`src/rtl/ysyx_25030081_rf_pkg.sv`:
```
// Shared types and default widths for the multi-port register file.
// Optional same-cycle write-to-read bypass is enabled by defining RF_BYPASS_EN.
package ysyx_25030081_rf_pkg;

  typedef enum logic {
    RF_INIT  = 1'b0,
    RF_READY = 1'b1
  } rf_state_e;

  localparam int RF_ADDR_WIDTH = 5;
  localparam int RF_DATA_WIDTH = 32;
  localparam int RF_NR_RD      = 2;
  localparam int RF_NR_WR      = 1;

endpackage

```
`src/rtl/ysyx_25030081_rf_rdsel.sv`:
```
// One read port: zero-register masking, INIT masking and, with RF_BYPASS_EN,
// priority selection of the same-cycle write data over the stored entry.
module ysyx_25030081_rf_rdsel
  import ysyx_25030081_rf_pkg::*;
#(
`ifdef RF_BYPASS_EN
  parameter int NR_WR      = RF_NR_WR,
`endif
  parameter int ADDR_WIDTH = RF_ADDR_WIDTH,
  parameter int DATA_WIDTH = RF_DATA_WIDTH,
  parameter int ZERO_REG   = 1
) (
`ifdef RF_BYPASS_EN
  input  logic [NR_WR-1:0]            wen,
  input  logic [NR_WR*ADDR_WIDTH-1:0] waddr,
  input  logic [NR_WR*DATA_WIDTH-1:0] wdata,
`endif
  input  logic                        rf_ready,
  input  logic [ADDR_WIDTH-1:0]       raddr,
  input  logic [DATA_WIDTH-1:0]       mem_data,
  output logic [DATA_WIDTH-1:0]       rdata
);

  logic is_zero;

  assign is_zero = (ZERO_REG != 0) && (raddr == '0);

  always_comb begin
    rdata = mem_data;
`ifdef RF_BYPASS_EN
    // Ascending scan: the highest-indexed matching port wins, like the array write.
    for (int j = 0; j < NR_WR; j++) begin
      if (wen[j] && (waddr[j*ADDR_WIDTH +: ADDR_WIDTH] == raddr)) begin
        rdata = wdata[j*DATA_WIDTH +: DATA_WIDTH];
      end
    end
`endif
    if (!rf_ready || is_zero) begin
      rdata = '0;
    end
  end

endmodule

```
`src/rtl/ysyx_25030081_rf_mp.sv`:
```
// Multi-port register file that zero-sweeps every entry after reset before
// accepting writes. Define RF_BYPASS_EN for same-cycle write-to-read bypass.
module ysyx_25030081_rf_mp
  import ysyx_25030081_rf_pkg::*;
#(
  parameter int ADDR_WIDTH = RF_ADDR_WIDTH,
  parameter int DATA_WIDTH = RF_DATA_WIDTH,
  parameter int NR_RD      = RF_NR_RD,
  parameter int NR_WR      = RF_NR_WR,
  parameter int ZERO_REG   = 1
) (
  input  logic                        clk,
  input  logic                        rst,
  input  logic [NR_RD*ADDR_WIDTH-1:0] raddr,
  output logic [NR_RD*DATA_WIDTH-1:0] rdata,
  input  logic [NR_WR-1:0]            wen,
  input  logic [NR_WR*ADDR_WIDTH-1:0] waddr,
  input  logic [NR_WR*DATA_WIDTH-1:0] wdata,
  output logic                        ready,
  output rf_state_e                   state
);

  localparam int DEPTH = 2 ** ADDR_WIDTH;
  localparam logic [ADDR_WIDTH-1:0] LAST_IDX = '1;

  rf_state_e             state_q;
  rf_state_e             state_d;
  logic [ADDR_WIDTH-1:0] init_cnt;
  logic [ADDR_WIDTH-1:0] init_cnt_d;
  logic [DATA_WIDTH-1:0] mem [DEPTH];

  always_ff @(posedge clk or posedge rst) begin
    if (rst) begin
      state_q  <= RF_INIT;
      init_cnt <= '0;
    end else begin
      state_q  <= state_d;
      init_cnt <= init_cnt_d;
    end
  end

  always_comb begin
    state_d    = state_q;
    init_cnt_d = init_cnt;
    case (state_q)
      RF_INIT: begin
        init_cnt_d = init_cnt + 1'b1;
        if (init_cnt == LAST_IDX) begin
          state_d = RF_READY;
        end
      end
      RF_READY: state_d = RF_READY;
      default:  state_d = RF_INIT;
    endcase
  end

  assign ready = (state_q == RF_READY);
  assign state = state_q;

  // The array has no reset: the sweep is what gives it defined contents.
  // Later loop iterations override earlier ones, so the highest port wins.
  always_ff @(posedge clk) begin
    if (state_q == RF_INIT) begin
      mem[init_cnt] <= '0;
    end else begin
      for (int j = 0; j < NR_WR; j++) begin
        if (wen[j] && !((ZERO_REG != 0) && (waddr[j*ADDR_WIDTH +: ADDR_WIDTH] == '0))) begin
          mem[waddr[j*ADDR_WIDTH +: ADDR_WIDTH]] <= wdata[j*DATA_WIDTH +: DATA_WIDTH];
        end
      end
    end
  end

  for (genvar i = 0; i < NR_RD; i++) begin : g_rd
    ysyx_25030081_rf_rdsel #(
`ifdef RF_BYPASS_EN
      .NR_WR      (NR_WR),
`endif
      .ADDR_WIDTH (ADDR_WIDTH),
      .DATA_WIDTH (DATA_WIDTH),
      .ZERO_REG   (ZERO_REG)
    ) u_rdsel (
`ifdef RF_BYPASS_EN
      .wen      (wen),
      .waddr    (waddr),
      .wdata    (wdata),
`endif
      .rf_ready (ready),
      .raddr    (raddr[i*ADDR_WIDTH +: ADDR_WIDTH]),
      .mem_data (mem[raddr[i*ADDR_WIDTH +: ADDR_WIDTH]]),
      .rdata    (rdata[i*DATA_WIDTH +: DATA_WIDTH])
    );
  end

endmodule

```
`config.mk`:
```
export PLATFORM = sky130hd
export DESIGN_NAME = ysyx_25030081_rf_mp
export DESIGN_NICKNAME = d
export VERILOG_FILES = /design/src/rtl/ysyx_25030081_rf_pkg.sv /design/src/rtl/ysyx_25030081_rf_rdsel.sv /design/src/rtl/ysyx_25030081_rf_mp.sv
export SDC_FILE = /design/constraint.sdc
export NUM_CORES = 1
export LEC_CHECK = 0
export BUFFER_PORTS_ARGS = -buffer_cell sky130_fd_sc_hd__buf_4
export CORE_ASPECT_RATIO = 1.2
export CORE_MARGIN = 5
export CORE_UTILIZATION = 45
export DETAILED_ROUTE_END_ITERATION = 10
export GPL_ROUTABILITY_DRIVEN = 0
export PLACE_DENSITY_LB_ADDON = 0.1
export REMOVE_ABC_BUFFERS = 1
export SYNTH_ARGS = -nofsm -noshare
export SYNTH_HDL_FRONTEND = slang
export SYNTH_SLANG_ARGS = --single-unit
```
`constraint.sdc`:
```
create_clock -name clk -period 3.2 [get_ports clk]
set_clock_uncertainty 0.05 [all_clocks]
set_input_delay 0.64 -clock clk [delete_from_list [all_inputs] [get_ports clk]]
set_output_delay 0.64 -clock clk [all_outputs]
set_load 0.02 [all_outputs]
```
; After elaboration in Yosys (flattened, before gate mapping)
; Memory sizes are Yosys's and may differ from the RTL's.
; Index checks and enable logic that the tools add are counted.
[classes]
n_addsub = 1
n_mul = 0
div = 0
order_cmp = 0
n_eq_ne = 1
shifts = 0
muxes = 11
n_bitwise = 1
n_reduce_logical = 9
[ops]
columns = operator, count
row1 = $mux 32, 3
row2 = $reduce_or 32->1, 1
row3 = $logic_not 5->1, 3
row4 = $mux 1, 6
row5 = $add 5x1->5 const B, 1
row6 = $eq 5x5->1 const B, 1
row7 = $mux 5, 1
row8 = $logic_not 1->1, 2
row9 = $logic_or 1x1->1, 2
row10 = $pmux 1 s2, 1
row11 = $logic_and 1x1->1, 1
row12 = $not 1->1, 1
[totals]
regBits = 6
latch_bits = 0
mem_bits_rw = 1024
romBits = 0
output_inout_bits = 66
elab_cells = 26
mem_count = 1
[mem_list]
columns = memory, depth, width, rd, rd_ports_with_merged_regs, wr, line_no
row1 = mem, 32, 32, 2, 0, 1, ysyx_25030081_rf_mp.sv:30  ; logic [DATA_WIDTH-1:0] mem [DEPTH];

; Depth between registers and ports, before layout
[logic_depth]
word_depth = 8
mapped_depth = 9

; Cells and area by module
; A second synthesis with hierarchy kept.
[hier_totals]
cells_unflattened = 3622
hier_area_um2 = 50183.1
[by_module_without_submodules]
columns = module, instances, cells_per_inst, area_each_um2
row1 = ysyx_25030081_rf_mp, 1, 3472, 49437.4
row2 = ysyx_25030081_rf_rdsel, 2, 75, 372.9

; Least setup slack after synthesis
; OpenSTA, ideal clock, no wires.
[synth_path]
path_kind = input to register
start = input port waddr[3]
end = memory mem[4][0] in the netlist's numbering, enable pin
setup_ps = 421
arrival_time_ps = 3141
t_required_ps = 2729
slack_ps = -412
path_stages = 5
n_path_buf = 1
path_cell_list = clkbuf_1 or4_1 a2111oi_0 a31oi_1 nor2_1
[synth_between]
elab_chain_cells = 8
elab_cells_between_ends = 9
[synth_lines]
columns = element, line_no
row1 = from (decl), ysyx_25030081_rf_mp.sv:17  ; input logic [NR_WR*ADDR_WIDTH-1:0] waddr,
row2 = $logic_not 5->1, ysyx_25030081_rf_mp.sv:67  ; if (wen[j] && !((ZERO_REG != 0) && (waddr[j*ADDR_WIDTH +: ADDR_WIDTH] == '0))) begin
row3 = $logic_not 1->1, ysyx_25030081_rf_mp.sv:67
row4 = $logic_and 1x1->1, ysyx_25030081_rf_mp.sv:67
row5 = $mux 1, ysyx_25030081_rf_mp.sv:67
row6 = $mux 1, ysyx_25030081_rf_mp.sv:63  ; if (state_q == RF_INIT) begin
row7 = $mux 1 (implied by the code), ysyx_25030081_rf_mp.sv:68  ; mem[waddr[j*ADDR_WIDTH +: ADDR_WIDTH]] <= wdata[j*DATA_WIDTH +: DATA_WIDTH];
row8 = $reduce_or 32->1 (no line), n/a
row9 = $mux 5 (no line) or $mux 1 (tied branches), n/a
row10 = to (decl), ysyx_25030081_rf_mp.sv:30
; Parallel ways exist; a longest one is shown, timed or not.

; Final worst setup path
[layout_path]
start = register state_q, in the netlist ready
end = output port rdata[11]
[layout_between]
elab_chain_cells = 3
[layout_lines]
columns = element, line_no
row1 = from (decl), ysyx_25030081_rf_mp.sv:26  ; rf_state_e state_q;
row2 = from (signal assigned), ysyx_25030081_rf_mp.sv:37  ; state_q <= state_d;
row3 = $logic_not 1->1, ysyx_25030081_rf_rdsel.sv:38  ; if (!rf_ready || is_zero) begin
row4 = $logic_or 1x1->1, ysyx_25030081_rf_rdsel.sv:38
row5 = $mux 32, ysyx_25030081_rf_rdsel.sv:38
row6 = to (decl), ysyx_25030081_rf_mp.sv:15  ; output logic [NR_RD*DATA_WIDTH-1:0] rdata,
; No other way between the ends.

==> impl_metrics.py <==
metrics = {
    "cells_and_area": {
        "final_cells": 4449,
        "fillCellCount": 8364,
        "fin_area_um2": 58700,
        "final_core_util_pct": 54.5,
        "area_growth_pct": 20.7,
        "drive_gt1_share_pct": 38.3,
        "final_nets": 3007,
    },
    "grt": {
        "grtUsageTotal_pct": 28.0,
        "grt_max_degree": 51,
        "grt_overflow_total": 0,
        "grt_pass1_wl_um": 228000,
        "antenna_found_initial": 4,
        "grt_pass1_vias": 30500,
    },
    "power_and_ir_drop": {
        "p_leak_nw": 21.3,
        "powerDensity_nw_per_um2": 513,
        "ir_drop_mv": 0.501,
    },
    "synthesis": {
        "ys_seq_area_share_pct": 63.5,
        "synth_flop_cell": "edfxtp_1",
        "synth-edff-count": 1024,
        "synthAdderAreaFrac_pct": 0.0514,
        "synth_area_leaders": "edfxtp_1, mux4_2, mux2i_1, o221ai_1, mux2_2",
        "yosys.area.top_type": "edfxtp_1",
        "synth_top_family_by_area": "multiplexers",
        "synth.avg_cell_area_um2": 18.7,
        "synth_cells": 2602,
        "synthSimpleGateAreaFrac_pct": 2.64,
        "ys_ff_latch": 1030,
        "synthesis.area_um2": 48600,
        "async_flop_share_pct": 0.583,
        "yosys-top-cells-count": "edfxtp_1, mux4_2, mux2i_1",
        "yosys.area_share.xor_xnor_pct": 0.0540,
        "yosysWarnings": 0,
        "yosysTopAreaCellShare_pct": 63.2,
        "synthMuxAreaShare_pct": 26.1,
        "synth.most_common_cell": "edfxtp_1",
        "ys_types": 53,
        "synth-compound-area-share_pct": 5.32,
    },
    "drt": {
        "num_vias": 29600,
        "wl_um": 163000,
        "drt_iter0_drc": 3231,
        "ant_nets": 0,
        "wl_per_cell_um": 36.6,
        "dr.pass1.iters": 6,
        "drc": 0,
        "via_per_inst": 6.65,
    },
    "clock_network": {
        "worstSkewPairLatency_ns": 0.70,
        "cts_buffers": 105,
        "ctsLongestPathBuffers": 3,
        "cts_tree": "built",
        "clkTransAtPathRegs_ns": 0.05,
        "cts.sinks": 1030,
        "clock_tree.root_cell": "clkbuf_16",
        "cts.htree.levels": 3,
    },
    "sta": {
        "fin_crit_sh_pct": 101,
        "fmax_ghz": 0.310,
        "worstMarginPinSlew_ns": 1.24,
        "rsz0062_at_grt": "yes",
        "post-route-min-period_ns": 3.22,
        "finalSetupViolCount": 1,
        "final-max-slew-violation-count": 0,
        "relSlewSlack_pct": 17.5,
        "hold_viol": 0,
        "setup_ws_ns": -0.0233,
    },
    "die": {
        "fp.coreArea_um2": 108000,
        "die-height_um": 370,
        "rows": 132,
        "start_util_pct": 45.2,
        "boundaryPins": 116,
        "dieArea_um2": 115000,
        "die_w_um": 310,
    },
    "worst_setup_path": {
        "worstSetupStartpoint": "ready$_DFF_PP0_",
        "rr_worst_depth": 6,
        "required_ns": 2.51,
        "cp.arrival_ns": 2.53,
        "end_kind": "primary output",
        "rr_endpoint": "mem[11][21]$_DFFE_PP_",
        "path_max_fanout": 6,
        "worstReg2RegStart": "ready$_DFF_PP0_",
        "reg2reg_slack_ns": 0.31,
        "cp-start-kind": "flop",
        "crit_type": "reg2out",
    },
    "worst_hold_path": {
        "min_path_type": "in2async",
    },
    "outcome": {
        "status": "finished, violations left",
        "violations": "negative setup slack",
    },
    "placed_design": {
        "dp_hpwl_um": 99200,
        "numPortBuffers": 115,
        "dp_cells": 4213,
        "placed_cell_area_um2": 54200,
    },
    "flow_run": {
        "cap_viol_max_count": 0,
    },
}
[power breakdown]
group	internal, mW	switching (mW)
clock network	6.97	5.25
registers	14.9	0.00685
logic	1.30	1.70
[per-layer routing]
layer / part of all wire [%] / up-vias / wire, um / GRT usage (%)
li1: - / 11800 / - / -
met1: 39 / 15900 / 64100 / 38.2
met4: 3.9 / 2 / 6350 / 10.4
met2: 49 / 1486 / 80200 / 46.3
met5: 0.0055 / - / 9 / 0
met3: 7.4 / 333 / 12000 / 4.04
[registers in the layout, summed over array words and instances (netlist names)]
signal	flops
init_cnt	5
ready	1
mem	1024
[cells in the final DEF (no fill, tap or decap), types with 6 or more instances in the layout]
cell type	count
nand2_1	82
nor2_4	32
buf_16	8
buf_4	298
clkinv_2	18
nor2_1	10
a22oi_1	22
clkbuf_16	112
clkinv_1	24
mux2_2	32
mux2i_1	359
buf_12	122
o221ai_2	15
o221ai_1	67
nand4_1	12
edfxtp_1	1024
a211oi_4	6
mux4_2	372
a2bb2oi_1	34
a221oi_2	23
nand3_1	55
buf_6	18
a21oi_1	55
and2_1	34
clkbuf_1	23
a221oi_4	7
mux2_4	24
a211oi_2	25
o22a_1	22
bufinv_16	10
[repair_timing]
action	4_1_cts	5_1_grt
resized for setup	61	42
hold buffers	1	0
hold endpoints to repair	6	0
cloned	2	5
endpoints found under the setup margin	57	47
buffers inserted	14	29
pin swaps	14	18
[worst max-delay path by stage]
stage,to
final,rdata[11]
after global routing,rdata[11]
after CTS,rdata[17]
after detailed placement,rdata[61]
after global placement,rdata[41]
after floorplan,rdata[32]
[cell families after synthesis]
family | Yosys count
flip-flops | 1030
multiplexers | 792
AO/OA/AOI/OAI | 299
AND/OR/NAND/NOR | 261
buffers and inverters | 215
XOR/XNOR | 3
adder cells (fa/ha/maj) | 2
[critical path, cell delays in order, from the launching register on]
cell and delay [ns]:
dfrtp_2 0.48, or4b_4 0.56, buf_12 0.18, o22a_1 0.22
o221ai_2 0.08, buf_4 0.17, buf_6 0.12
[final cells by class]
cell class	instances	area [um2]	area share, %
Sequential cell	1030	30900	52.6
Clock buffer	131	2790	4.75
Inverter	4	15.0	0.0256
Antenna cell	2	5.00	0.00853
Clock inverter	61	588	1.00
Timing Repair Buffer	456	5290	9.01
Multi-Input combinational cell	1358	17400	29.6
Tap cell	1407	1760	3.00
[through the flow]
| stage | setup WS [ns] | power [mW] | setup TNS (ns) | hold slack [ns] |
|---|---|---|---|---|
| 2_1_floorplan | -1.32 | 16.4 | -164.11 | 0.381 |
| 3_3_place_gp | -0.137 | 18.0 | -1.17 | 0.513 |
| 3_5_place_dp | -0.122 | 18.0 | -1.55 | 0.525 |
| 4_1_cts | -0.0777 | 30.2 | -0.801 | 0.310 |
| 5_1_grt | -0.0653 | 31.0 | -0.227 | 0.369 |
| 6_report | -0.0233 | 30.1 | -0.0233 | 0.349 |
Power figures use the tool's default switching activity.
